[config.mk]
export PLATFORM = sky130hd
export DESIGN_NAME = regfile_access_ctrl_flat
export DESIGN_NICKNAME = d
export VERILOG_FILES = /design/src/rtl/regacc_pkg.sv /design/src/rtl/regfile_access_ctrl_if.sv /design/src/rtl/regacc_rr_arbiter.sv /design/src/rtl/regfile_access_ctrl.sv /design/src/flat_wrapper.sv
export SDC_FILE = /design/constraint.sdc
export NUM_CORES = 1
export LEC_CHECK = 0
export BUFFER_PORTS_ARGS = -buffer_cell sky130_fd_sc_hd__clkbuf_2
export CELL_PAD_IN_SITES_DETAIL_PLACEMENT = 1
export CELL_PAD_IN_SITES_GLOBAL_PLACEMENT = 2
export CORE_MARGIN = 2
export CORE_UTILIZATION = 32
export DETAILED_ROUTE_END_ITERATION = 6
export PLACE_DENSITY = 0.95
export REMOVE_ABC_BUFFERS = 1
export SLEW_MARGIN = 10
export SYNTH_ARGS = -nofsm -noshare
export SYNTH_HDL_FRONTEND = slang
export SYNTH_SLANG_ARGS = --single-unit
[constraint.sdc]
create_clock -name clk -period 6.75 [get_ports clk]
set_input_delay 1.0125 -clock clk [delete_from_list [all_inputs] [get_ports clk]]
set_output_delay 1.0125 -clock clk [all_outputs]
set_load 0.02 [all_outputs]
[src/rtl/regacc_pkg.sv]
// Shared types and constants for the register-file access controller.
package regacc_pkg;
  localparam int XLEN      = 32;
  localparam int NUM_REGS  = 32;
  localparam int REG_IDX_W = 5;

  typedef logic [REG_IDX_W-1:0] reg_idx_t;

  typedef enum logic [1:0] {IDLE, READ, WRITE, ACK} regacc_state_t;

  // x0 is hard-wired: its index never produces a strobe.
  function automatic logic [NUM_REGS-1:0] reg_decode(input reg_idx_t idx);
    reg_decode = '0;
    if (idx != '0) reg_decode[idx] = 1'b1;
  endfunction
endpackage

[src/rtl/regfile_access_ctrl_if.sv]
// Requester-side transaction bus: per-requester request fields in, ack/read data out.
interface regfile_access_ctrl_if #(
  parameter int NUM_REQ = 2
);
  import regacc_pkg::*;

  logic [NUM_REQ-1:0]                req;
  logic [NUM_REQ-1:0][REG_IDX_W-1:0] rs1_idx;
  logic [NUM_REQ-1:0][REG_IDX_W-1:0] rs2_idx;
  logic [NUM_REQ-1:0][REG_IDX_W-1:0] rd_idx;
  logic [NUM_REQ-1:0]                rd_we;
  logic [NUM_REQ-1:0][XLEN-1:0]      wdata;
  logic [NUM_REQ-1:0]                ack;
  logic [XLEN-1:0]                   rdata1;
  logic [XLEN-1:0]                   rdata2;

  modport master (
    output req, rs1_idx, rs2_idx, rd_idx, rd_we, wdata,
    input  ack, rdata1, rdata2
  );

  modport slave (
    input  req, rs1_idx, rs2_idx, rd_idx, rd_we, wdata,
    output ack, rdata1, rdata2
  );
endinterface

[src/rtl/regacc_rr_arbiter.sv]
// One-hot grant among NUM_REQ requesters. REGACC_ROUND_ROBIN_EN selects round-robin,
// otherwise fixed priority with the lowest index winning.
module regacc_rr_arbiter #(
  parameter int NUM_REQ = 2
) (
  input  logic               clk,
  input  logic               reset_n,
  input  logic [NUM_REQ-1:0] i_req,
  input  logic               i_grant_en,
  output logic [NUM_REQ-1:0] o_grant
);
  logic w_found;

`ifdef REGACC_ROUND_ROBIN_EN
  localparam int PTR_W = (NUM_REQ > 1) ? $clog2(NUM_REQ) : 1;

  // r_ptr is the highest-priority index: one past the last winner.
  logic [PTR_W-1:0] r_ptr;
  logic [PTR_W-1:0] w_next_ptr;

  always_comb begin
    o_grant    = '0;
    w_found    = 1'b0;
    w_next_ptr = r_ptr;
    for (int i = 0; i < NUM_REQ; i++) begin
      if (!w_found && i_req[i] && (i >= int'(r_ptr))) begin
        o_grant[i] = i_grant_en;
        w_found    = 1'b1;
        w_next_ptr = (i == NUM_REQ - 1) ? '0 : PTR_W'(i + 1);
      end
    end
    for (int i = 0; i < NUM_REQ; i++) begin
      if (!w_found && i_req[i]) begin
        o_grant[i] = i_grant_en;
        w_found    = 1'b1;
        w_next_ptr = (i == NUM_REQ - 1) ? '0 : PTR_W'(i + 1);
      end
    end
  end

  always_ff @(posedge clk) begin
    if (!reset_n)
      r_ptr <= '0;
    else if (i_grant_en && w_found)
      r_ptr <= w_next_ptr;
  end
`else
  logic w_unused;
  assign w_unused = clk ^ reset_n;

  always_comb begin
    o_grant = '0;
    w_found = 1'b0;
    for (int i = 0; i < NUM_REQ; i++) begin
      if (!w_found && i_req[i]) begin
        o_grant[i] = i_grant_en;
        w_found    = 1'b1;
      end
    end
  end
`endif
endmodule

[src/rtl/regfile_access_ctrl.sv]
// Sequences one read/write transaction at a time into the tristate-bus register file.
// Arbitration policy selected by REGACC_ROUND_ROBIN_EN (round-robin) or fixed priority when undefined.
module regfile_access_ctrl
  import regacc_pkg::*;
#(
  parameter int NUM_REQ = 2
) (
  input  logic                clk,
  input  logic                reset_n,
  regfile_access_ctrl_if.slave bus,
  output logic [NUM_REGS-1:0] o_rf_load,
  output logic [XLEN-1:0]     o_rf_wdata,
  output logic [NUM_REGS-1:0] o_rf_out0_en,
  output logic [NUM_REGS-1:0] o_rf_out1_en,
  input  logic [XLEN-1:0]     i_rf_bus0,
  input  logic [XLEN-1:0]     i_rf_bus1
);
  regacc_state_t       r_state;
  logic [NUM_REQ-1:0]  r_winner;
  logic [NUM_REQ-1:0]  r_ack;
  logic [XLEN-1:0]     r_rdata1;
  logic [XLEN-1:0]     r_rdata2;
  logic [NUM_REGS-1:0] r_rf_load;
  logic [XLEN-1:0]     r_rf_wdata;
  logic [NUM_REGS-1:0] r_out0_en;
  logic [NUM_REGS-1:0] r_out1_en;

  reg_idx_t            r_rs1;
  reg_idx_t            r_rs2;
  reg_idx_t            r_rd;
  logic                r_write;
  logic [XLEN-1:0]     r_wdata;

  logic                w_idle;
  logic                w_start;
  logic [NUM_REQ-1:0]  w_grant;
  reg_idx_t            w_rs1;
  reg_idx_t            w_rs2;
  reg_idx_t            w_rd;
  logic                w_we;
  logic [XLEN-1:0]     w_wdata;

  assign w_idle  = (r_state == IDLE);
  assign w_start = w_idle && (|bus.req);

  regacc_rr_arbiter #(.NUM_REQ(NUM_REQ)) u_arb (
    .clk        (clk),
    .reset_n    (reset_n),
    .i_req      (bus.req),
    .i_grant_en (w_idle),
    .o_grant    (w_grant)
  );

  // One-hot grant steers the winner's fields.
  always_comb begin
    w_rs1   = '0;
    w_rs2   = '0;
    w_rd    = '0;
    w_we    = 1'b0;
    w_wdata = '0;
    for (int i = 0; i < NUM_REQ; i++) begin
      if (w_grant[i]) begin
        w_rs1   = w_rs1   | bus.rs1_idx[i];
        w_rs2   = w_rs2   | bus.rs2_idx[i];
        w_rd    = w_rd    | bus.rd_idx[i];
        w_we    = w_we    | bus.rd_we[i];
        w_wdata = w_wdata | bus.wdata[i];
      end
    end
  end

  always_ff @(posedge clk) begin
    if (w_start) begin
      r_rs1   <= w_rs1;
      r_rs2   <= w_rs2;
      r_rd    <= w_rd;
      r_write <= w_we && (w_rd != '0);
      r_wdata <= w_wdata;
    end
  end

  // Strobes are loaded on the edge entering their state, so each is a clean register output.
  always_ff @(posedge clk) begin
    if (!reset_n) begin
      r_state    <= IDLE;
      r_winner   <= '0;
      r_ack      <= '0;
      r_rdata1   <= '0;
      r_rdata2   <= '0;
      r_rf_load  <= '0;
      r_rf_wdata <= '0;
      r_out0_en  <= '0;
      r_out1_en  <= '0;
    end else begin
      case (r_state)
        IDLE: begin
          r_ack <= '0;
          if (w_start) begin
            r_winner  <= w_grant;
            r_out0_en <= reg_decode(w_rs1);
            r_out1_en <= reg_decode(w_rs2);
            r_state   <= READ;
          end
        end
        READ: begin
          r_out0_en <= '0;
          r_out1_en <= '0;
          r_rdata1  <= (r_rs1 == '0) ? '0 : i_rf_bus0;
          r_rdata2  <= (r_rs2 == '0) ? '0 : i_rf_bus1;
          if (r_write) begin
            r_rf_load  <= reg_decode(r_rd);
            r_rf_wdata <= r_wdata;
            r_state    <= WRITE;
          end else begin
            r_ack   <= r_winner;
            r_state <= ACK;
          end
        end
        WRITE: begin
          r_rf_load  <= '0;
          r_rf_wdata <= '0;
          r_ack      <= r_winner;
          r_state    <= ACK;
        end
        ACK: begin
          r_ack   <= '0;
          r_state <= IDLE;
        end
        default: r_state <= IDLE;
      endcase
    end
  end

  assign bus.ack      = r_ack;
  assign bus.rdata1   = r_rdata1;
  assign bus.rdata2   = r_rdata2;
  assign o_rf_load    = r_rf_load;
  assign o_rf_wdata   = r_rf_wdata;
  assign o_rf_out0_en = r_out0_en;
  assign o_rf_out1_en = r_out1_en;
endmodule

[src/flat_wrapper.sv]
// flat-port wrapper written by rule: the top's interface ports become plain ports
module regfile_access_ctrl_flat import regacc_pkg::*;
#(
  parameter int NUM_REQ = 2
)
  (clk, reset_n, o_rf_load, o_rf_wdata, o_rf_out0_en, o_rf_out1_en, i_rf_bus0, i_rf_bus1, bus_req, bus_rs1_idx, bus_rs2_idx, bus_rd_idx, bus_rd_we, bus_wdata, bus_ack, bus_rdata1, bus_rdata2);
  regfile_access_ctrl_if #(.NUM_REQ(NUM_REQ)) bus_i ();
  input  logic clk;
  input  logic reset_n;
  output logic [NUM_REGS-1:0] o_rf_load;
  output logic [XLEN-1:0] o_rf_wdata;
  output logic [NUM_REGS-1:0] o_rf_out0_en;
  output logic [NUM_REGS-1:0] o_rf_out1_en;
  input  logic [XLEN-1:0] i_rf_bus0;
  input  logic [XLEN-1:0] i_rf_bus1;
  input wire logic [$bits(bus_i.req)-1:0] bus_req;
  input wire logic [$bits(bus_i.rs1_idx)-1:0] bus_rs1_idx;
  input wire logic [$bits(bus_i.rs2_idx)-1:0] bus_rs2_idx;
  input wire logic [$bits(bus_i.rd_idx)-1:0] bus_rd_idx;
  input wire logic [$bits(bus_i.rd_we)-1:0] bus_rd_we;
  input wire logic [$bits(bus_i.wdata)-1:0] bus_wdata;
  output wire logic [$bits(bus_i.ack)-1:0] bus_ack;
  output wire logic [$bits(bus_i.rdata1)-1:0] bus_rdata1;
  output wire logic [$bits(bus_i.rdata2)-1:0] bus_rdata2;
  assign bus_i.req = bus_req;
  assign bus_i.rs1_idx = bus_rs1_idx;
  assign bus_i.rs2_idx = bus_rs2_idx;
  assign bus_i.rd_idx = bus_rd_idx;
  assign bus_i.rd_we = bus_rd_we;
  assign bus_i.wdata = bus_wdata;
  assign bus_ack = bus_i.ack;
  assign bus_rdata1 = bus_i.rdata1;
  assign bus_rdata2 = bus_i.rdata2;
  regfile_access_ctrl #(.NUM_REQ(NUM_REQ)) u_core (.clk(clk), .reset_n(reset_n), .bus(bus_i), .o_rf_load(o_rf_load), .o_rf_wdata(o_rf_wdata), .o_rf_out0_en(o_rf_out0_en), .o_rf_out1_en(o_rf_out1_en), .i_rf_bus0(i_rf_bus0), .i_rf_bus1(i_rf_bus1));
endmodule
Word level (Yosys, flattened, before mapping):

Index checks and enable logic that the tools add are counted.

* flip-flop bits (word level): 246
* latch bits: 0
* RAM bits: 0
* ROM bits: 0
* input port bits: 164
* output and inout bits: 194
* word-level logic and storage cells: 89
* memories kept: 0

* $add $sub $neg: 0
* $mul: 0
* div/mod/pow operators: 0
* $lt $le $gt $ge: 6
* equality and inequality tests: 6
* shift-type cells: 0
* multiplexer cells: 37
* bitwise operators: 5
* reduce and logical (&&, ||, !) cells: 21

Operators by type and width (number)
* 32-bit 2-to-1 mux: 11
* 32-bit one-hot mux with 2 select lines: 4
* 32-bit OR: 1
* 5-bit 2-to-1 mux: 6
* 5-bit nonzero test: 4
* 5-bit by 6-bit < comparator with 1-bit output (second input constant): 3
* 1-bit demux with 5-bit select: 3
* 5-bit by 1-bit greater-or-equal comparator with 1-bit output (second input constant): 3
* 5-bit OR: 3
* 5-bit logical NOT: 2
* 1-bit 2-to-1 mux: 9
* 2-bit one-hot mux with 4 select lines: 1
* 1-bit logical AND: 6
* 2-bit one-hot mux with 3 select lines: 1
* 2-bit AND reduction: 3
* 2-bit == test (second input constant): 2
* 2-bit 2-to-1 mux: 2
* 2-bit by 1-bit != test with 1-bit output (second input constant): 2
* 2-bit nonzero test: 2
* 2-bit OR reduction: 2
* 2-bit by 1-bit == test with 1-bit output (second input constant): 1
* 2-bit logical NOT: 1
* 2-bit != test (second input constant): 1
* 1-bit logical NOT: 1
* 1-bit OR: 1

Longest topological paths before layout:

* depth in word-level cells: 12
* mapped depth: 9

Cells and area by module:

From an unflattened synthesis, not the netlist that was laid out.

* cells, all modules: 928
* area, all modules: 9449.1 um2

By module, submodules not included
* regfile_access_ctrl: times used 1, cells an instance 926, area each 9432.8 um2
* regacc_rr_arbiter: times used 1, cells an instance 2, area each 16.3 um2

Worst setup path before layout:

Ideal clock, no wire load.

* path kind: input port to flip-flop
* start: input port bus_req[0]
* end: register u_core.r_rd[0] (enable)
* setup time: 0.409 ns
* arrival time: 2.416 ns
* required time: 6.341 ns
* setup slack: 3.925 ns
* cell stages on the path: 3
* cells stage by stage: buf_4 -> buf_4 -> o21a_1

* longest elaborated chain between the ends: 2

Ends and longest elaborated chain
* start, declared: line flat_wrapper.sv:16 `input wire logic [$bits(bus_i.req)-1:0] bus_req;`
* 2-bit OR reduction: line regfile_access_ctrl.sv:44 `assign w_start = w_idle && (|bus.req);`
* 1-bit logical AND: line regfile_access_ctrl.sv:44
* via u_core.w_start: line regfile_access_ctrl.sv:35 `logic w_start;`
* end signal, assigned: line regfile_access_ctrl.sv:76 `r_rd <= w_rd;`
* end, declared: line regfile_access_ctrl.sv:30 `reg_idx_t r_rd;`

The timed path passes the listed nets, and every way through them passes these cells.
A chain may end at the register's enable or synchronous reset.

Final worst setup path:

* start: register u_core.r_state[0]
* end: register u_core.r_out0_en[4], in the netlist u_core.o_rf_out0_en[4]

* longest elaborated chain between the ends: 12
* elaborated cells between the ends (all ways): 20
* classes of those cells: order compare: 2; eq/ne: 2; mux: 9; bitwise: 1; reduce/logical: 6

Ends and longest elaborated chain
* start, declared: line regfile_access_ctrl.sv:18 `regacc_state_t r_state;`
* start signal, assigned: line regfile_access_ctrl.sv:85 `r_state <= IDLE;`
* start signal, assigned: line regfile_access_ctrl.sv:102 `r_state <= READ;`
* start signal, assigned: line regfile_access_ctrl.sv:113 `r_state <= WRITE;`
* 2-bit logical NOT: line regfile_access_ctrl.sv:43, regfile_access_ctrl.sv:95
* 1-bit 2-to-1 mux: line regacc_rr_arbiter.sv:55 `if (!w_found && i_req[i]) begin`
* 5-bit 2-to-1 mux: line regfile_access_ctrl.sv:62 `if (w_grant[i]) begin`
* 5-bit OR: line regfile_access_ctrl.sv:63 `w_rs1 = w_rs1 | bus.rs1_idx[i];`
* 5-bit 2-to-1 mux: line regfile_access_ctrl.sv:62
* 5-bit by 6-bit < comparator with 1-bit output (implied by the code) / 5-bit by 1-bit greater-or-equal comparator with 1-bit output (equally long branches): line regacc_pkg.sv:14 `if (idx != '0) reg_decode[idx] = 1'b1;`
* 1-bit logical AND (implied by the code): line regacc_pkg.sv:14
* 1-bit 2-to-1 mux (implied by the code): line regacc_pkg.sv:14
* 1-bit demux with 5-bit select
* 32-bit 2-to-1 mux: line regacc_pkg.sv:14
* 32-bit 2-to-1 mux: line regfile_access_ctrl.sv:98 `if (w_start) begin`
* 32-bit one-hot mux with 2 select lines: line regfile_access_ctrl.sv:95 `case (r_state)`
* end signal, assigned: line regfile_access_ctrl.sv:100 `r_out0_en <= reg_decode(w_rs1);`
* end, declared: line regfile_access_ctrl.sv:25 `logic [NUM_REGS-1:0] r_out0_en;`

Several ways; a longest one is shown, not always the timed one. The select of a mux whose other input is x is not followed.

==> results.sh <==
export IMPL_viasPerCell=4.90
export IMPL_syn_avg_cell_area_um2=10.7
export IMPL_drtIter0Drc=250
export IMPL_worst_pin_slew_ps=996
export IMPL_initial_utilization_pct=32.4
export IMPL_rsz0062_at_grt="false"
export IMPL_place_inst=1581
export IMPL_grt_pass1_vias=8237
export IMPL_htree_levels=1
export IMPL_postCtsResizedCells=0
export IMPL_dp_slack_ps=3690
export IMPL_p_sw_share_pct=35.4
export IMPL_holdBufCountCts=0
export IMPL_crit_fanout=33
export IMPL_nFillCells=3402
export IMPL_antenna_left=0
export IMPL_gp_congestion=0.825
export IMPL_final_nets=1388
export IMPL_drive_above_1_share_pct=35.3
export IMPL_wl_um=29500
export IMPL_syn_inst=892
export IMPL_clock_latency_ps=530
export IMPL_relSlewSlack_pct=33.6
export IMPL_powerDensity_mw_per_mm2=388
export IMPL_synth_edf_count=48
export IMPL_slew_viol_final=0
export IMPL_synthTopCellsByCount="198 x dfxtp_1, 196 x nor2b_1, 69 x a21oi_1"
export IMPL_clk_pin_slew_ps=60
export IMPL_worstSetupPathType="flip-flop to flip-flop"
export IMPL_port_buffers=357
export IMPL_fin_worst_skew_ps=8.40
export IMPL_clockPowerShare_pct=29.3
export IMPL_wl_per_cell_um=18.1
export IMPL_timing_final_crit_period_ps=3060
export IMPL_core_mm2=0.0296
export IMPL_dpl_cell_area_mm2=0.0116
export IMPL_fin_tns_setup_ps=0
export IMPL_dp_hpwl_um=20500
export IMPL_synth_seq_cells=246
export IMPL_fin_ws_ps=3690
export IMPL_post_route_period_util_pct=45.4
export IMPL_synth_warnings=0
export IMPL_yosysSeqAreaShare_pct=56.5
export IMPL_drv_cap=0
export IMPL_p_leak_nw=5.27
export IMPL_cts_sinks=246
export IMPL_drc=0
export IMPL_syn_area_mm2=0.00957
export IMPL_final_hold_violation_count=0
export IMPL_setup_viol=0
export IMPL_dieWidth_um=177
export IMPL_via_count=7994
export IMPL_grt_use_total_pct=18.0
export IMPL_synthFlopType="dfxtp_1"
export IMPL_p_int_mw=3.13
export IMPL_ys_types=46
export IMPL_syn2layout_area_growth_pct=30.4
export IMPL_final_cells=1631
export IMPL_holdCritPathClass="flip-flop to flip-flop"
export IMPL_critPathArrivalTime_ps=3490
export IMPL_cts_root_buf="clkbuf_16"
export IMPL_grt_pass1_wl_um=45000
export IMPL_fmax_mhz=326
export IMPL_cp_required_ps=7170
export IMPL_yosysMostFrequentCell="dfxtp_1"
export IMPL_fp_row_count=63
export IMPL_cts_tree="built"
export IMPL_peakVddDrop_v=0.000187
export IMPL_antenna_found_initial=0
export IMPL_multiInputGateArea_mm2=0.00385
export IMPL_p_total_mw=4.84
export IMPL_critPathLaunchType="flip-flop"
export IMPL_combPwrFrac_pct=30.3
export IMPL_regArea_mm2=0.00541
export IMPL_die_h_um=177
export IMPL_grt_max_degree=118
export IMPL_cts_buffers=27
export IMPL_die_area_mm2=0.0313
export IMPL_post_cts_buffers=0
export IMPL_p_switching_mw=1.71
export IMPL_synthTopCellsByArea="dfxtp_1 41%, edfxtp_1 15%, nor2b_1 13%"
export IMPL_netlist_area_leader_share_pct=41.4
export IMPL_grt_remaining_overflow=0
export IMPL_design_area_mm2=0.0125
export IMPL_synth_top_cell_by_area="dfxtp_1"
export IMPL_clockBufferDepth=3
export IMPL_io_pins=358
export IMPL_first_pass_iters=4
export IMPL_seq_power_share_pct=40.4
export IMPL_antenna_cells=0
export IMPL_async_flop_share_pct=0
export IMPL_endpoint_kind="flip-flop"
export IMPL_outcome="completed"
-- per-layer routing --
metal,up-vias,share of wire [%],global-route usage (%)
li1,3824,-,-
met1,3858,40,20.8
met2,266,51,33.2
met3,46,6.8,3.69
met4,0,2.4,5.10
met5,-,0,0
-- path summary, 6_finish.rpt --
check | end | cells past startpoint | start | slack (ps)
worst max-delay path | u_core.o_rf_out0_en[4] | 7 | u_core.r_state[0] | 3690
worst min register to register | u_core.o_rf_out1_en[21] | 2 | u_core.o_rf_out1_en[21] | 450
worst min-delay path | u_core.o_rf_out1_en[21] | 2 | u_core.o_rf_out1_en[21] | 450
worst max register to register | u_core.o_rf_out0_en[4] | 7 | u_core.r_state[0] | 3690
-- power groups by stage --
stage | clock [mW] | combinational [mW] | sequential (mW)
2_1_floorplan | 0 | 0.783 | 2.12
6_report | 1.42 | 1.47 | 1.95
5_1_grt | 1.52 | 1.62 | 1.99
3_5_place_dp | 0 | 1.49 | 1.98
3_3_place_gp | 0 | 1.45 | 1.97
4_1_cts | 1.46 | 1.50 | 1.96
-- logic make-up (layout without fill, tap and decap cells) --
group,count (synthesis),after routing,share of synthesized area (%)
muxes,2,2,0.248
AOI/OAI and AO/OA,253,253,19.1
DFF,246,246,56.5
buffers and inverters,75,424,3.48
and+or+nand+nor,312,312,20.2
adders and majority gates,4,4,0.523
-- cell usage in the layout, fill, tap and decap left out, drive strengths merged --
cell type,synthesis,layout
dfxtp,198,198
o21ai,31,31
and2,8,8
a22o,67,67
and3,10,10
nand3,11,11
nor2b,197,197
edfxtp,48,48
bufinv,0,1
and2b,1,1
a22oi,65,65
buf,31,10
o21a,4,4
clkbuf,36,397
nor3,12,12
inv,8,9
clkinv,0,7
a32o,5,5
o31ai,1,1
nor4,3,3
nand2b,4,4
or4,3,3
and3b,7,7
ha,4,4
nor3b,6,6
a21boi,2,2
or3,1,1
or3b,1,1
nand2,40,40
a21oi,70,70
mux2i,2,2
a31o,1,1
a31oi,5,5
o41ai,2,2
nor2,4,4
nand3b,4,4
-- sequential cells by signal (all words and copies together), names as in the netlist --
signal / cells
u_core.bus.ack: 2
u_core.bus.rdata1: 32
u_core.bus.rdata2: 32
u_core.o_rf_load: 32
u_core.o_rf_out0_en: 32
u_core.o_rf_out1_en: 32
u_core.o_rf_wdata: 32
u_core.r_rd: 5
u_core.r_rs1: 5
u_core.r_rs2: 5
u_core.r_state: 2
u_core.r_wdata: 32
u_core.r_winner: 2
u_core.r_write: 1
-- critical path, stage by stage, from the launching register on --
cell and delay (ps):
dfxtp_1 320, inv_1 130, ha_1 820, nor3b_2 430, o21a_2 620, buf_4 440, nand2_1 110, o41ai_1 70
-- metrics by stage --
step / util, % / hold WS (ps)
after floorplan: - / 467
after global placement: 39.3 / 432
after detailed placement: 39.3 / 447
after CTS: 42.2 / 457
after global routing: 42.2 / 479
final: 42.2 / 453
-- area by class of cell --
type	instances	share of cell area [%]
timing repair buffer	366	14.9
multi-input combinational	571	30.8
tap	390	3.91
inverter	8	0.261
clock buffer	41	6.23
sequential	246	43.3
clock inverter	9	0.581
Power figures use the tool's default switching activity.
